`src/rtl/uart_pkg.sv`:
```
// uart_pkg: shared types and helpers for the UART blocks.
//   parity_e   - run-time parity selection encoding (3 is reserved, treated as none)
//   tx_state_e - transmitter FSM states
//   calc_div   - clock cycles per bit, integer-truncated
package uart_pkg;

  typedef enum logic [1:0] {
    PAR_NONE = 2'd0,
    PAR_EVEN = 2'd1,
    PAR_ODD  = 2'd2
  } parity_e;

  typedef enum logic [2:0] {
    IDLE,
    START,
    DATA,
    PARITY,
    STOP,
    BREAK
  } tx_state_e;

  function automatic int unsigned calc_div(input int unsigned clk_hz, input int unsigned baud);
    return clk_hz / baud;
  endfunction

endpackage

```
`src/rtl/uart_tx_cfg_if.sv`:
```
// uart_tx_cfg_if: send/ready handshake between the command formatter and the
// UART transmitter.
//   send, data, parity_mode, stop2 : formatter -> transmitter
//   ready, done                    : transmitter -> formatter
interface uart_tx_cfg_if #(
  parameter int unsigned DATA_BITS = 8
);
  logic                 send;
  logic [DATA_BITS-1:0] data;
  logic [1:0]           parity_mode;
  logic                 stop2;
  logic                 ready;
  logic                 done;

  modport master (
    output send, data, parity_mode, stop2,
    input  ready, done
  );

  modport slave (
    input  send, data, parity_mode, stop2,
    output ready, done
  );
endinterface

```
`src/rtl/uart_bit_timer.sv`:
```
// uart_bit_timer: bit-period timer counting 0..DIV-1 while enabled.
//   clock, reset_n : clock and async active-low reset
//   clear          : forces the count to 0 (wins over enable)
//   enable         : count this cycle
//   bit_end        : high in the cycle where the count sits at DIV-1 while enabled
module uart_bit_timer #(
  parameter int unsigned DIV = 2604
) (
  input  logic clock,
  input  logic reset_n,
  input  logic clear,
  input  logic enable,
  output logic bit_end
);

  localparam int W = (DIV > 1) ? $clog2(DIV) : 1;
  localparam logic [W-1:0] LAST = W'(DIV - 1);

  logic [W-1:0] cnt;

  assign bit_end = enable && (cnt == LAST);

  always_ff @(posedge clock or negedge reset_n) begin
    if (!reset_n) begin
      cnt <= '0;
    end else if (clear) begin
      cnt <= '0;
    end else if (enable) begin
      cnt <= bit_end ? '0 : cnt + 1'b1;
    end
  end

endmodule

```
`src/rtl/uart_tx_cfg.sv`:
```
// uart_tx_cfg: parametrised UART transmitter with run-time parity and stop-bit
// selection, sampled once per frame on accept (send && ready).
//   clock, reset_n : clock and async active-low reset
//   bus            : send/data/parity_mode/stop2 in, ready/done out
//   brk            : line break request (only with UART_TX_BREAK_EN defined)
//   tx             : registered serial line, idle high
//
// state  | meaning
// IDLE   | line high, ready for a new frame
// START  | start bit (low) for one bit period
// DATA   | DATA_BITS payload bits, LSB first
// PARITY | parity bit for one bit period (skipped when parity is off)
// STOP   | one or two stop bit periods, done pulses at the end
// BREAK  | line held low while brk, then one high bit period (UART_TX_BREAK_EN)
module uart_tx_cfg
  import uart_pkg::*;
#(
  parameter int unsigned CLK_HZ    = 25_000_000,
  parameter int unsigned BAUD_RATE = 9600,
  parameter int unsigned DATA_BITS = 8
) (
  input  logic         clock,
  input  logic         reset_n,
  uart_tx_cfg_if.slave bus,
`ifdef UART_TX_BREAK_EN
  input  logic         brk,
`endif
  output logic         tx
);

  localparam int unsigned DIV   = calc_div(CLK_HZ, BAUD_RATE);
  localparam int          CNT_W = $clog2(DATA_BITS + 1);
  localparam logic [CNT_W-1:0] LAST_BIT = CNT_W'(DATA_BITS);

  generate
    if (DATA_BITS < 5 || DATA_BITS > 9) begin : g_bad_width
      $error("uart_tx_cfg: DATA_BITS must be within 5..9");
    end
  endgenerate

  tx_state_e            state, state_nxt;
  logic                 tx_q, tx_nxt;
  logic                 ready_q, ready_nxt;
  logic                 done_q, done_nxt;
  logic [DATA_BITS-1:0] shreg, shreg_nxt;
  logic [CNT_W-1:0]     bit_cnt, bit_cnt_nxt;
  logic                 par_en, par_en_nxt;
  logic                 par_bit, par_bit_nxt;
  logic                 stop2_q, stop2_nxt;
  logic                 tmr_clear, tmr_en, bit_end;

  assign tx        = tx_q;
  assign bus.ready = ready_q;
  assign bus.done  = done_q;
  assign tmr_en    = (state != IDLE);

  uart_bit_timer #(.DIV(DIV)) u_bit_timer (
    .clock   (clock),
    .reset_n (reset_n),
    .clear   (tmr_clear),
    .enable  (tmr_en),
    .bit_end (bit_end)
  );

  always_ff @(posedge clock or negedge reset_n) begin
    if (!reset_n) begin
      state   <= IDLE;
      tx_q    <= 1'b1;
      ready_q <= 1'b1;
      done_q  <= 1'b0;
      shreg   <= '0;
      bit_cnt <= '0;
      par_en  <= 1'b0;
      par_bit <= 1'b0;
      stop2_q <= 1'b0;
    end else begin
      state   <= state_nxt;
      tx_q    <= tx_nxt;
      ready_q <= ready_nxt;
      done_q  <= done_nxt;
      shreg   <= shreg_nxt;
      bit_cnt <= bit_cnt_nxt;
      par_en  <= par_en_nxt;
      par_bit <= par_bit_nxt;
      stop2_q <= stop2_nxt;
    end
  end

  always_comb begin
    state_nxt   = state;
    tx_nxt      = tx_q;
    ready_nxt   = ready_q;
    done_nxt    = 1'b0;
    shreg_nxt   = shreg;
    bit_cnt_nxt = bit_cnt;
    par_en_nxt  = par_en;
    par_bit_nxt = par_bit;
    stop2_nxt   = stop2_q;
    tmr_clear   = 1'b0;

    case (state)
      IDLE: begin
        tx_nxt    = 1'b1;
        ready_nxt = 1'b1;
`ifdef UART_TX_BREAK_EN
        if (brk) begin
          state_nxt = BREAK;
          tx_nxt    = 1'b0;
          ready_nxt = 1'b0;
        end else
`endif
        if (bus.send && ready_q) begin
          state_nxt   = START;
          tx_nxt      = 1'b0;
          ready_nxt   = 1'b0;
          shreg_nxt   = bus.data;
          bit_cnt_nxt = '0;
          par_en_nxt  = (bus.parity_mode == PAR_EVEN) || (bus.parity_mode == PAR_ODD);
          par_bit_nxt = (bus.parity_mode == PAR_ODD) ? ~^bus.data : ^bus.data;
          stop2_nxt   = bus.stop2;
          tmr_clear   = 1'b1;
        end
      end
      START: begin
        if (bit_end) begin
          state_nxt   = DATA;
          tx_nxt      = shreg[0];
          shreg_nxt   = {1'b0, shreg[DATA_BITS-1:1]};
          bit_cnt_nxt = CNT_W'(1);
        end
      end
      DATA: begin
        if (bit_end) begin
          if (bit_cnt == LAST_BIT) begin
            state_nxt   = par_en ? PARITY : STOP;
            tx_nxt      = par_en ? par_bit : 1'b1;
            bit_cnt_nxt = '0;
          end else begin
            tx_nxt      = shreg[0];
            shreg_nxt   = {1'b0, shreg[DATA_BITS-1:1]};
            bit_cnt_nxt = bit_cnt + 1'b1;
          end
        end
      end
      PARITY: begin
        if (bit_end) begin
          state_nxt   = STOP;
          tx_nxt      = 1'b1;
          bit_cnt_nxt = '0;
        end
      end
      STOP: begin
        if (bit_end) begin
          // bit_cnt doubles as the stop-bit counter here
          if (stop2_q && bit_cnt == '0) begin
            bit_cnt_nxt = CNT_W'(1);
          end else begin
            state_nxt = IDLE;
            done_nxt  = 1'b1;
            ready_nxt = 1'b1;
          end
        end
      end
`ifdef UART_TX_BREAK_EN
      BREAK: begin
        // tx_q low marks the hold phase; the timer stays cleared until the
        // cycle the line goes high so the recovery lasts a full bit period
        if (!tx_q) begin
          tmr_clear = 1'b1;
          if (!brk) tx_nxt = 1'b1;
        end else if (bit_end) begin
          state_nxt = IDLE;
          ready_nxt = 1'b1;
        end
      end
`endif
      default: begin
        state_nxt = IDLE;
        tx_nxt    = 1'b1;
        ready_nxt = 1'b1;
      end
    endcase
  end

endmodule

```
`src/flat_wrapper.sv`:
```
// flat-port wrapper written by rule: the top's interface ports become plain ports
module uart_tx_cfg_flat import uart_pkg::*;
#(
  parameter int unsigned CLK_HZ    = 25_000_000,
  parameter int unsigned BAUD_RATE = 9600,
  parameter int unsigned DATA_BITS = 8
)
  (clock, reset_n, tx, bus_send, bus_data, bus_parity_mode, bus_stop2, bus_ready, bus_done);
  uart_tx_cfg_if #(.DATA_BITS(DATA_BITS)) bus_i ();
  input  logic clock;
  input  logic reset_n;
  output logic tx;
  input wire logic [$bits(bus_i.send)-1:0] bus_send;
  input wire logic [$bits(bus_i.data)-1:0] bus_data;
  input wire logic [$bits(bus_i.parity_mode)-1:0] bus_parity_mode;
  input wire logic [$bits(bus_i.stop2)-1:0] bus_stop2;
  output wire logic [$bits(bus_i.ready)-1:0] bus_ready;
  output wire logic [$bits(bus_i.done)-1:0] bus_done;
  assign bus_i.send = bus_send;
  assign bus_i.data = bus_data;
  assign bus_i.parity_mode = bus_parity_mode;
  assign bus_i.stop2 = bus_stop2;
  assign bus_ready = bus_i.ready;
  assign bus_done = bus_i.done;
  uart_tx_cfg #(.CLK_HZ(CLK_HZ), .BAUD_RATE(BAUD_RATE), .DATA_BITS(DATA_BITS)) u_core (.clock(clock), .reset_n(reset_n), .bus(bus_i), .tx(tx));
endmodule
```
`config.mk`:
```
export PLATFORM = sky130hd
export DESIGN_NAME = uart_tx_cfg_flat
export DESIGN_NICKNAME = d
export VERILOG_FILES = /design/src/rtl/uart_pkg.sv /design/src/rtl/uart_tx_cfg_if.sv /design/src/rtl/uart_bit_timer.sv /design/src/rtl/uart_tx_cfg.sv /design/src/flat_wrapper.sv
export SDC_FILE = /design/constraint.sdc
export NUM_CORES = 1
export LEC_CHECK = 0
export ABC_AREA = 1
export ABC_CLOCK_PERIOD_IN_PS = 2100
export CAP_MARGIN = 20
export CORE_UTILIZATION = 50
export CTS_BUF_LIST = sky130_fd_sc_hd__clkbuf_16
export DETAILED_ROUTE_END_ITERATION = 10
export PLACE_DENSITY = 0.75
export SLEW_MARGIN = 20
export SYNTH_ARGS = -nofsm -noshare
export SYNTH_HDL_FRONTEND = slang
export SYNTH_SLANG_ARGS = --single-unit
```
`constraint.sdc`:
```
create_clock -name clock -period 2.1 [get_ports clock]
set_input_delay 0.42 -clock clock [delete_from_list [all_inputs] [get_ports clock]]
set_output_delay 0.42 -clock clock [all_outputs]
set_load 0.005 [all_outputs]
```
==> results of run 1 <==
metal layers:
layer	global-route usage	wire length, microns
met1	0.3172	2381
met2	0.3725	2124
met3	0.04000	103
met4	0.07031	68
met5	0	0
through the flow:
stage / setup WS (ps) / hold slack (ps) / total power, uW / utilization / cell area (sq um)
after detailed placement: 260.4 / 464.8 / 733.7 / 0.5832 / 2400
final: 293.4 / 472.3 / 1530 / 0.6227 / 2562
after floorplan: 648.3 / 124.4 / 683.6 / - / 2192
after global routing: 130.9 / 502.4 / 1576 / 0.6227 / 2562
after global placement: 281.8 / 457.8 / 731.6 / 0.5832 / 2400
after CTS: 297.9 / 476.4 / 1540 / 0.6227 / 2562
state kept, by name, summed over array words and instances, names as in the netlist:
register                flops
u_core.stop2_q              1
u_core.bit_cnt              4
u_core.shreg                8
u_core.bus.ready            1
u_core.par_bit              1
u_core.par_en               1
u_core.state                3
u_core.tx                   1
u_core.bus.done             1
u_core.u_bit_timer.cnt     12
cell families (layout without fill, tap and decap cells):
logic type | count (synthesis) | count (layout) | share of synthesized area
adder cells (fa/ha/maj) | 4 | 4 | 0.02283
AO/OA/AOI/OAI | 25 | 25 | 0.07021
AND/OR/NAND/NOR | 204 | 204 | 0.4275
XOR/XNOR | 5 | 5 | 0.01998
flip-flops | 33 | 33 | 0.3779
buffers and inverters | 42 | 65 | 0.08162
power breakdown:
part           total [uW]  leakage, uW  internal (uW)  switching, uW
Combinational        84.2     0.000790           38.6           45.6
Clock                 809    0.0000826            550            259
Sequential            637     0.000439            637              0
final cells by class:
| cell class | count | area, sq um |
|---|---|---|
| fillers | 394 | 1553 |
| multi-input cells | 238 | 1185 |
| flip-flops and latches | 33 | 828.3 |
| repair buffers | 18 | 175.2 |
| inverters | 39 | 148.9 |
| clock buffers | 5 | 125.1 |
| well taps | 50 | 62.56 |
| clock inverters | 3 | 37.54 |
path summary, 6_finish.rpt:
check	start	endpoint	slack (ps)	cells past startpoint
worst max-delay path	u_core.u_bit_timer.cnt[0]	u_core.bit_cnt[0]	290	8
worst min-delay path	u_core.shreg[7]	u_core.shreg[7]	470	2
worst max register to register	u_core.u_bit_timer.cnt[0]	u_core.bit_cnt[0]	290	8
worst min register to register	u_core.shreg[7]	u_core.shreg[7]	470	2
max in group asynchronous	reset_n	u_core.tx	1220	2
min in group asynchronous	reset_n	u_core.u_bit_timer.cnt[6]	550	2
Yosys cell counts:
library cell | n | area share
nor2_1 | 18 | 0.031
nor2_2 | 1 | 0.0029
nor2_8 | 1 | 0.0091
ha_1 | 4 | 0.023
nor3_4 | 1 | 0.0074
nand3b_1 | 1 | 0.0034
nand3_1 | 44 | 0.10
buf_4 | 1 | 0.0034
o21ai_4 | 1 | 0.0074
o211ai_1 | 1 | 0.0034
xor2_1 | 3 | 0.012
buf_6 | 2 | 0.010
nor3_1 | 5 | 0.011
nand2_1 | 116 | 0.20
inv_1 | 30 | 0.051
a21oi_1 | 3 | 0.0068
dfstp_2 | 2 | 0.024
a211oi_1 | 2 | 0.0068
or2_2 | 1 | 0.0029
a21oi_2 | 1 | 0.0040
inv_4 | 1 | 0.0029
nand4_1 | 4 | 0.011
dfrtp_1 | 31 | 0.35
nand2_2 | 5 | 0.014
o21ai_0 | 8 | 0.018
inv_2 | 8 | 0.014
nand3_2 | 2 | 0.0091
nor2_4 | 2 | 0.010
nand2_4 | 3 | 0.015
o21ai_1 | 5 | 0.011
xnor2_1 | 2 | 0.0080
o22ai_1 | 3 | 0.0086
o21bai_1 | 1 | 0.0034
worst max-delay path, stage by stage, from the launching register on:
cell	delay, ps
dfrtp_1	380
ha_1	290
nand4_1	130
nor2_1	250
nand2_2	180
o21ai_4	160
nand2_1	150
nand2_1	80
nand2_1	50
cell usage in the layout, fill, tap and decap left out, types with 2 or more instances in the layout:
cell / n
nand4_1: 4
xor2_1: 3
o21ai_1: 5
nand3_1: 44
a211oi_1: 2
nor2_1: 18
o22ai_1: 3
nand2_1: 116
inv_2: 8
clkbuf_16: 5
dfstp_2: 2
clkdlybuf4s50_1: 16
a21oi_1: 3
o21ai_0: 8
ha_1: 4
nand3_2: 2
inv_1: 31
nor2_4: 2
dfrtp_1: 31
xnor2_1: 2
nor3_1: 5
nand2_2: 5
nand2_4: 3
buf_4: 2
==> flow_metrics.py, run 1 <==
metrics = {
    "placement": {
        "port-buffer-count": 16,
        "dp_hpwl_microns": 3596,
        "placed_cells": 378,
        "gp_congestion": 0.8140,
    },
    "clock_tree": {
        "cts_resized": 0,
        "cts_buffer_depth": 2,
        "post-cts-setup-buffers": 0,
        "cts_max_level": 2,
        "cts_root_buf": "clkbuf_16",
        "cts_made_buffers": 5,
        "clkSinkCount": 33,
        "cts_tree": "done",
        "clk_pin_slew_worst_paths_ps": 50,
        "clk_latency_ps": 280,
        "cts_hold_buf": 0,
    },
    "synth": {
        "yosysWarnings": 0,
        "syn-num-nets": 331,
        "synth_seq_cells": 33,
        "synth_area_per_cell_sq_um": 7.004,
        "synthCells": 313,
        "syn-cell-area_sq_um": 2192,
        "synth_seq_area_share": 0.3779,
        "synth_cell_types": 33,
    },
    "global_route": {
        "grt_pass1_wl_microns": 7886,
        "globalRouteOverflowTotal": 0,
        "antenna_found_initial": 0,
        "grt_max_degree": 34,
        "track_usage": 0.2319,
        "grt_pass1_vias": 1790,
    },
    "pwr": {
        "p_per_area_nw_per_um2": 597.3,
        "peakVddDrop_mv": 0.5166,
        "p_leak_uw": 0.001312,
    },
    "floorplanning": {
        "start_util": 0.5327,
        "rows": 23,
        "dieHeight_microns": 68.22,
        "dieArea_sq_um": 4653,
        "io_pins": 17,
        "die_w_microns": 68.22,
        "core_sq_um": 4115,
    },
    "cells_and_area": {
        "drive_gt1_frac": 0.1101,
        "instances_no_fill": 386,
        "fin_nets": 353,
        "antenna_cells": 0,
        "syn_to_final_growth_pct": 16.90,
    },
    "timing": {
        "relSlewSlack": 0.7182,
        "min_period_ps": 1807,
        "rsz0062_at_grt": "false",
        "drv_slew": 0,
        "worst_slew_pin_slew_ps": 422.7,
        "period_share": 0.8603,
        "fin_tns_setup_ps": 0,
        "fin_skew_ps": 2.662,
        "setup_viol": 0,
        "fmax_mhz": 553.5,
        "hold_viol_final": 0,
    },
    "drt": {
        "drtPass1Iterations": 4,
        "drt_first_iter_violations": 107,
        "wl_per_cell_microns": 12.12,
        "viasPerCell": 5.197,
        "drc": 0,
        "ant_nets": 0,
        "totalWireLength_microns": 4677,
        "num_vias": 2006,
    },
    "status": {
        "status": "finished clean",
    },
    "flow_run": {
        "cap_violations": 0,
    },
    "setup_path": {
        "setup.worst_path.end_class": "flop",
        "cp_max_fo": 9,
        "critPathKind": "reg2reg",
        "cp-start-kind": "flop",
        "arrival_ps": 1970,
        "cp.required_ps": 2270,
    },
    "min_path": {
        "holdCritPathClass": "reg2reg",
    },
}
No activity file was read; power rests on OpenSTA's default activity.
==> run 2, diff against run 1 <==
CORE_UTILIZATION = 63   (was 50)
PLACE_DENSITY = 0.9   (was 0.75)
SLEW_MARGIN = 30   (was 20)
==> run 2 against run 1 <==
Net effect: worst hold slack better by 3.2 ps; cell area is 0.20% lower; global-route usage is 5.5 points higher; wire length is 4.3% higher; clock power hardly changed; sequential power hardly changed; largest power group unchanged; highest routed layer unchanged.
==> flow_metrics.py, run 2 (synthesized netlist as in run 1, its figures left out) <==
metrics = {
    "floorplanning": {
        "dieArea_sq_um": 3719,
        "core_sq_um": 3337,
        "die_w_microns": 60.99,
        "start_util": 0.6569,
        "rows": 21,
        "dieHeight_microns": 60.99,
        "io_pins": 17,
    },
    "pwr": {
        "p_clk_frac": 0.528,
        "sw_frac_of_total": 0.1977,
        "pwr-share-seq": 0.417,
        "p_sw_uw": 302.1,
        "combPwrFrac": 0.055,
        "p_leak_uw": 0.001312,
        "p_int_uw": 1226,
        "p_per_area_nw_per_um2": 597.3,
        "peakVddDrop_mv": 0.4094,
    },
    "drt": {
        "wl_per_cell_microns": 12.77,
        "ant_nets": 0,
        "wl_met3_microns": 320,
        "top_layer": "met4",
        "drtPass1Iterations": 4,
        "num_vias": 2107,
        "met1_length_microns": 2197,
        "viasPerCell": 5.516,
        "totalWireLength_microns": 4878,
        "drc": 0,
        "drt_first_iter_violations": 152,
        "wl_met2_microns": 2285,
    },
    "min_path": {
        "holdCritPathClass": "reg2reg",
        "min_from": "u_core.shreg[4]",
    },
    "clock_tree": {
        "cts_root_buf": "clkbuf_16",
        "cts_hold_buf": 0,
        "cts_tree": "done",
        "cts_resized": 0,
        "clkSinkCount": 33,
        "cts_made_buffers": 5,
        "post-cts-setup-buffers": 0,
        "clk_latency_ps": 280,
        "cts_buffer_depth": 2,
        "cts_max_level": 2,
        "clk_pin_slew_worst_paths_ps": 50,
    },
    "setup_path": {
        "cp_max_fo": 9,
        "reg2reg_from": "u_core.u_bit_timer.cnt[0]",
        "arrival_ps": 1960,
        "cp-start-kind": "flop",
        "setup.worst_path.end_class": "flop",
        "cp.required_ps": 2260,
        "crit_start": "u_core.u_bit_timer.cnt[0]",
        "max_stage_delay_ps": 400,
        "critical_path.cell_chain": "ha_1, nand4_1, nor2_1, nand2_2, o21ai_4, nand2_1, nand2_1, nand2_1",
        "cp_common_cell": "nand2_1",
        "critPathKind": "reg2reg",
        "slowest_stage": "dfrtp_1",
    },
    "timing": {
        "fmax_mhz": 556.5,
        "min_period_ps": 1797,
        "hold_viol_final": 0,
        "rsz0062_at_grt": "false",
        "worst_slew_pin_slew_ps": 408.7,
        "setup_ws_ps": 303.1,
        "relSlewSlack": 0.7275,
        "setup_viol": 0,
        "fin_skew_ps": 8.157,
        "fin_tns_setup_ps": 0,
        "drv_slew": 0,
        "period_share": 0.8557,
    },
    "cells_and_area": {
        "mostFrequentLayoutCells": "nand2_1, nand3_1, inv_1, dfrtp_1, nor2_1",
        "instances_no_fill": 382,
        "syn_to_final_growth_pct": 16.67,
        "top_regs": "u_core.u_bit_timer.cnt: 12 flops, u_core.shreg: 8 flops, u_core.bit_cnt: 4 flops",
        "fin_nets": 353,
        "drive_gt1_frac": 0.1101,
        "mostFrequentLayoutCell": "nand2_1",
        "largest_register": "u_core.u_bit_timer.cnt",
        "nFillCells": 244,
        "largest_reg_flops": 12,
        "final_area_sq_um": 2557,
        "antenna_cells": 0,
    },
    "placement": {
        "place_area_sq_um": 2395,
        "pre_cts_slack_ps": 261.4,
        "port-buffer-count": 16,
        "placed_cells": 374,
        "gp_congestion": 0.8863,
        "dp_hpwl_microns": 3488,
    },
    "global_route": {
        "grt_pass1_vias": 1769,
        "antenna_found_initial": 0,
        "track_usage": 0.2869,
        "grt_pass1_wl_microns": 7672,
        "grt_max_degree": 34,
        "globalRouteOverflowTotal": 0,
    },
    "flow_run": {
        "cap_violations": 0,
    },
    "status": {
        "status": "finished clean",
    },
}
[run 2: path summary, 6_finish.rpt]
| path | end | slack [ps] | cells past startpoint |
|---|---|---|---|
| worst max-delay path | u_core.bit_cnt[1] | 300 | 8 |
| worst min-delay path | u_core.shreg[4] | 480 | 2 |
| worst max register to register | u_core.bit_cnt[1] | 300 | 8 |
| worst min register to register | u_core.shreg[4] | 480 | 2 |
| max in group asynchronous | u_core.bus.ready | 1220 | 2 |
| min in group asynchronous | u_core.bus.done | 540 | 2 |
[run 2: worst max-delay path: cells and delay by family, from the launching register on]
| family | cells | cell delay, ps |
|---|---|---|
| simple gates | 6 | 850 |
| flops | 1 | 400 |
| fa+ha+maj | 1 | 280 |
| compound gates | 1 | 160 |
[run 2: metrics by stage]
step	util	total power, uW	hold WS [ps]
after floorplan	-	683.6	124.4
after global placement	0.7177	730.0	456.7
after detailed placement	0.7177	732.3	463.7
after CTS	0.7664	1531	479.0
after global routing	0.7664	1573	497.2
final	0.7664	1528	475.4
[run 2: power groups by stage]
stage | clock, uW | sequential [uW] | combinational (uW)
after floorplan | 0 | 648 | 35.9
after detailed placement | 0 | 648 | 84.8
after global routing | 838 | 636 | 97.8
after CTS | 809 | 637 | 85.4
final | 806 | 637 | 84.3
after global placement | 0 | 648 | 82.5
[run 2: routing by layer]
metal | vias up | global-route usage
met5 | - | 0
met4 | 0 | 0.07792
met3 | 11 | 0.09168
met2 | 78 | 0.4631
met1 | 972 | 0.3730
li1 | 1046 | -
[run 2: final cells by class]
type	instances	area (sq um)	area share
Clock inverter	3	37.54	0.01468
Multi-Input combinational cell	238	1185	0.4633
Sequential cell	33	828.3	0.3239
Tap cell	46	57.56	0.02250
Timing Repair Buffer	18	175.2	0.06849
Inverter	39	148.9	0.05822
Clock buffer	5	125.1	0.04892
==> run 3, diff against run 2 <==
GPL_TIMING_DRIVEN = 1   (was default)
==> results of run 3 <==
Same layout as run 2: the final DEF is identical, and so are final timing and power.
==> edit 1 (config.mk and constraints of run 2) <==
Compare `bit_cnt` against `LAST_BIT` with >= in place of ==.
--- a/src/rtl/uart_tx_cfg.sv
+++ b/src/rtl/uart_tx_cfg.sv
@@ -131,7 +131,7 @@
       end
       DATA: begin
         if (bit_end) begin
-          if (bit_cnt == LAST_BIT) begin
+          if (bit_cnt >= LAST_BIT) begin
             state_nxt   = par_en ? PARITY : STOP;
             tx_nxt      = par_en ? par_bit : 1'b1;
             bit_cnt_nxt = '0;
Function: same outputs for any inputs over 10 cycles, from zero or initial values and one cycle with reset_n low; that may be too few to reach the edited logic, so the function may still have changed.
==> edit 1 against run 2 <==
- routed wire length down 1.1%
- highest routed layer unchanged
- design area down 3.4%
- synthesized area down 3.1%
- count of clock-buffer cells in the layout unchanged
- critical path depth down 1
- cell count down 5.5%
- sequential cell count unchanged
- worst setup slack worse by 0.0052 ns
Power is not compared: it rests on default switching activity, and its combinational part moved more than twofold at a synthesized area within 25%.
==> edit 1: results (changes against run 2) <==
Synth Area in XOR/XNOR = 2.473% (+0.48 points)
Seq/Total Area, Yosys = 38.99% (+1.2 points)
CP Max Fanout = 8 (-1)
GRT Total Usage = 30.13% (+1.4 points)
Relative slew margins = 69.16% (-3.6 points)
Multi-input gate area = 0.001119 mm2 (-5.6%)
Data buffer area share = 6.788% (-0.061 points)
Netlist cell types = 30 (-9.1%)
Signal buffers = 17 (-1)
Hold Slack = 0.4748 ns (-0.0005900 ns)
run status = completed
WL met1 = 2160 um (-1.7%)
Placer Congestion = 0.9068 (+2.3%)
share of cells above drive strength 1 = 13.56% (+2.6 points)
Rows = 20 (-4.8%)
mean post-synth cell area = 7.226 um2 (+3.2%)
Layout clock area frac = 5.623% (-0.74 points)
Signal inverters = 43 (+10%)
end of the worst hold path = u_core.bus.ready$_DFFE_PN1P_
placed insts = 353 (-5.6%)
via count = 1,992 (-5.5%)
Critical Path AT = 1.98 ns (+0.02 ns)
R2R cell count = 7 (-1)
Layout area overhead = 16.25%
Clock Skew = 0.008705 ns (+0.0005477 ns)
met3 usage = 8.658% (-0.51 points)
nets = 334 (-5.4%)
first-pass GRT wire length = 7721 um (+0.64%)
pre-CTS setup slack = 0.2108 ns (-0.05062 ns)
Net Count, Synth = 312 (-5.7%)
Synth Area in Adders = 2.356% (+0.073 points)
DP HPWL = 3413 um (-2.2%)
Synth top cells by count = nand2_1, inv_1, dfrtp_1
comb_multi_in = 216 (-9.2%)
WL/cell = 13.36 um (+4.6%)
met2 wire length = 2297 um (+0.53%)
initial drt markers = 138 (-9.2%)
Synth area leaders = dfrtp_1, nand2_1, inv_1
non-filler cells, final = 361 (-5.5%)
-- edit 1: cell types whose count changed after synthesis, sizes merged, moves of 3 or more --
cell	change
inv	+4
o21ai	+15
nand2	-18
nand3	-25
nor2	-3
nand4	+6
-- edit 1: how the worst max path moves through the flow --
stage / endpoint / startpoint / slack (ns) / cells after the start
floorplan: u_core.shreg[1]$_DFFE_PN0P_ / u_core.u_bit_timer.cnt[0]$_DFFE_PN0P_ / 0.61 / 9
global placement: u_core.state[1]$_DFFE_PN0P_ / bus_send / 0.28 / 10
detailed placement: u_core.state[2]$_DFFE_PN0P_ / bus_send / 0.21 / 10
CTS: u_core.bit_cnt[0]$_DFFE_PN0P_ / u_core.u_bit_timer.cnt[0]$_DFFE_PN0P_ / 0.36 / 7
global route: u_core.bit_cnt[0]$_DFFE_PN0P_ / u_core.u_bit_timer.cnt[0]$_DFFE_PN0P_ / 0.19 / 7
finish: u_core.bit_cnt[0]$_DFFE_PN0P_ / u_core.u_bit_timer.cnt[0]$_DFFE_PN0P_ / 0.30 / 7
==> edit 2 (config.mk and constraints of run 2) <==
Made on the original files. `BAUD_RATE` is set to 9600 in 2 places; all go to 4800.
--- a/src/rtl/uart_tx_cfg.sv
+++ b/src/rtl/uart_tx_cfg.sv
@@ -16,7 +16,7 @@
   import uart_pkg::*;
 #(
   parameter int unsigned CLK_HZ    = 25_000_000,
-  parameter int unsigned BAUD_RATE = 9600,
+  parameter int unsigned BAUD_RATE = 4800,
   parameter int unsigned DATA_BITS = 8
 ) (
   input  logic         clock,
--- a/src/flat_wrapper.sv
+++ b/src/flat_wrapper.sv
@@ -2,7 +2,7 @@
 module uart_tx_cfg_flat import uart_pkg::*;
 #(
   parameter int unsigned CLK_HZ    = 25_000_000,
-  parameter int unsigned BAUD_RATE = 9600,
+  parameter int unsigned BAUD_RATE = 4800,
   parameter int unsigned DATA_BITS = 8
 )
   (clock, reset_n, tx, bus_send, bus_data, bus_parity_mode, bus_stop2, bus_ready, bus_done);
Check against the original RTL: same outputs for any inputs over 10 cycles, from zero or initial values and one cycle with reset_n low; that may be too few to reach the edited logic, so the function may still have changed.
==> edit 2 against run 2 <==
- clock skew fell by 0.0015 ns
- global-route usage down 0.75 points
- sequential cell count is 1 higher
- routed wire length shrank 3.5%
- count of clock-buffer cells in the layout unchanged
- design area decreased by 0.20%
- worst setup slack better by 0.019 ns
- non-clock buffer count shrank 1
- synthesized area is 1.5% higher
- hold slack worse by 0.014 ns
- critical endpoint is now u_core.u_bit_timer.cnt[8]$_DFFE_PN0P_
Power is not compared: it rests on default switching activity, and its combinational part moved more than twofold at a synthesized area within 25%.
==> edit 2: results (changes against run 2) <==
area fraction of the dominant cell type after synthesis = 36.00% (+0.61 points)
Placer Congestion = 0.8604 (-2.9%)
Layout clock area frac = 5.196% (-1.2 points)
pre-CTS setup slack = 0.2601 ns (-0.001301 ns)
Synth Area in Adders = 2.250% (-0.033 points)
Clock Skew = 0.006703 ns (-0.001454 ns)
Seq cells post-synth = 34 (+3.0%)
GRT Total Usage = 27.94% (-0.75 points)
mean post-synth cell area = 7.130 um2 (+1.8%)
Hold Slack = 0.4618 ns (-0.01368 ns)
final design utilization = 75.89% (-0.75 points)
placed insts = 370 (-1.1%)
min-delay src = u_core.tx$_DFFE_PN1P_
Critical Path AT = 1.94 ns (-0.02 ns)
comb_multi_in = 230 (-3.4%)
end of the worst hold path = u_core.tx$_DFFE_PN1P_
Net Count, Synth = 330 (-0.30%)
CP Capture Point = u_core.u_bit_timer.cnt[8]$_DFFE_PN0P_
Seq/Total Area, Yosys = 38.36% (+0.57 points)
CP max stage delay = 0.38 ns (-0.02 ns)
Synth Area in XOR/XNOR = 2.362% (+0.36 points)
Routed Wire Length = 4707 um (-3.5%)
Synth top cells by count = nand2_1, inv_1, nand3_1
Seq/total area = 33.43% (+1.0 points)
Synth Area in Compound Gates = 9.168% (+2.1 points)
area post-placement = 0.002420 mm2 (+1.0%)
initial drt markers = 163 (+7.2%)
largest net degree at the start of global routing = 35 (+2.9%)
setup ws final = 0.3221 ns (+0.01902 ns)
Signal buffers = 17 (-1)
post-CTS setup buffer count = 0 (unchanged)
run status = completed
via count = 2,015 (-4.4%)
DRT Pass-1 Iters = 4 (unchanged)
share of cells above drive strength 1 = 12.99% (+2.0 points)
WL/cell = 12.49 um (-2.2%)
Synth area leaders = dfrtp_1, nand2_1, nand3_1
Data buffer area share = 6.569% (-0.28 points)
Largest regs = u_core.u_bit_timer.cnt: 13 flops, u_core.shreg: 8 flops, u_core.bit_cnt: 4 flops
first-pass GRT wire length = 7555 um (-1.5%)
vias in the first global route = 1,779 (+0.57%)
[edit 2: changes by cell type in the layout (fill, tap and decap cells not counted), sizes merged, moves of 2 or more]
cell,delta
o21ai,+7
a21oi,+2
inv,+5
nor2,-2
nand3,-12
nor3,+2
nand2,-6
[edit 2: power by group through the flow]
stage	combinational, W	clock (W)	sequential, W
after floorplan	0.00150	0	0.00105
after global placement	0.00173	0	0.00108
after detailed placement	0.00179	0	0.00109
after CTS	0.00183	0.000680	0.00109
after global routing	0.00208	0.000705	0.00112
final	0.00183	0.000678	0.00109
[edit 2: logic make-up (layout without fill, tap and decap cells)]
logic type               Yosys count  after routing
AO/OA/AOI/OAI                     32             32
XOR/XNOR                           6              6
adder cells (fa/ha/maj)            4              4
buffers and inverters             48             67
flip-flops                        34             34
AND/OR/NAND/NOR                  188            188
[edit 2: metal layers]
metal	global-route usage, %	wire (um)
met1	37.42	2061
met2	43.32	2293
met3	6.933	268
met4	12.06	85
met5	0	0
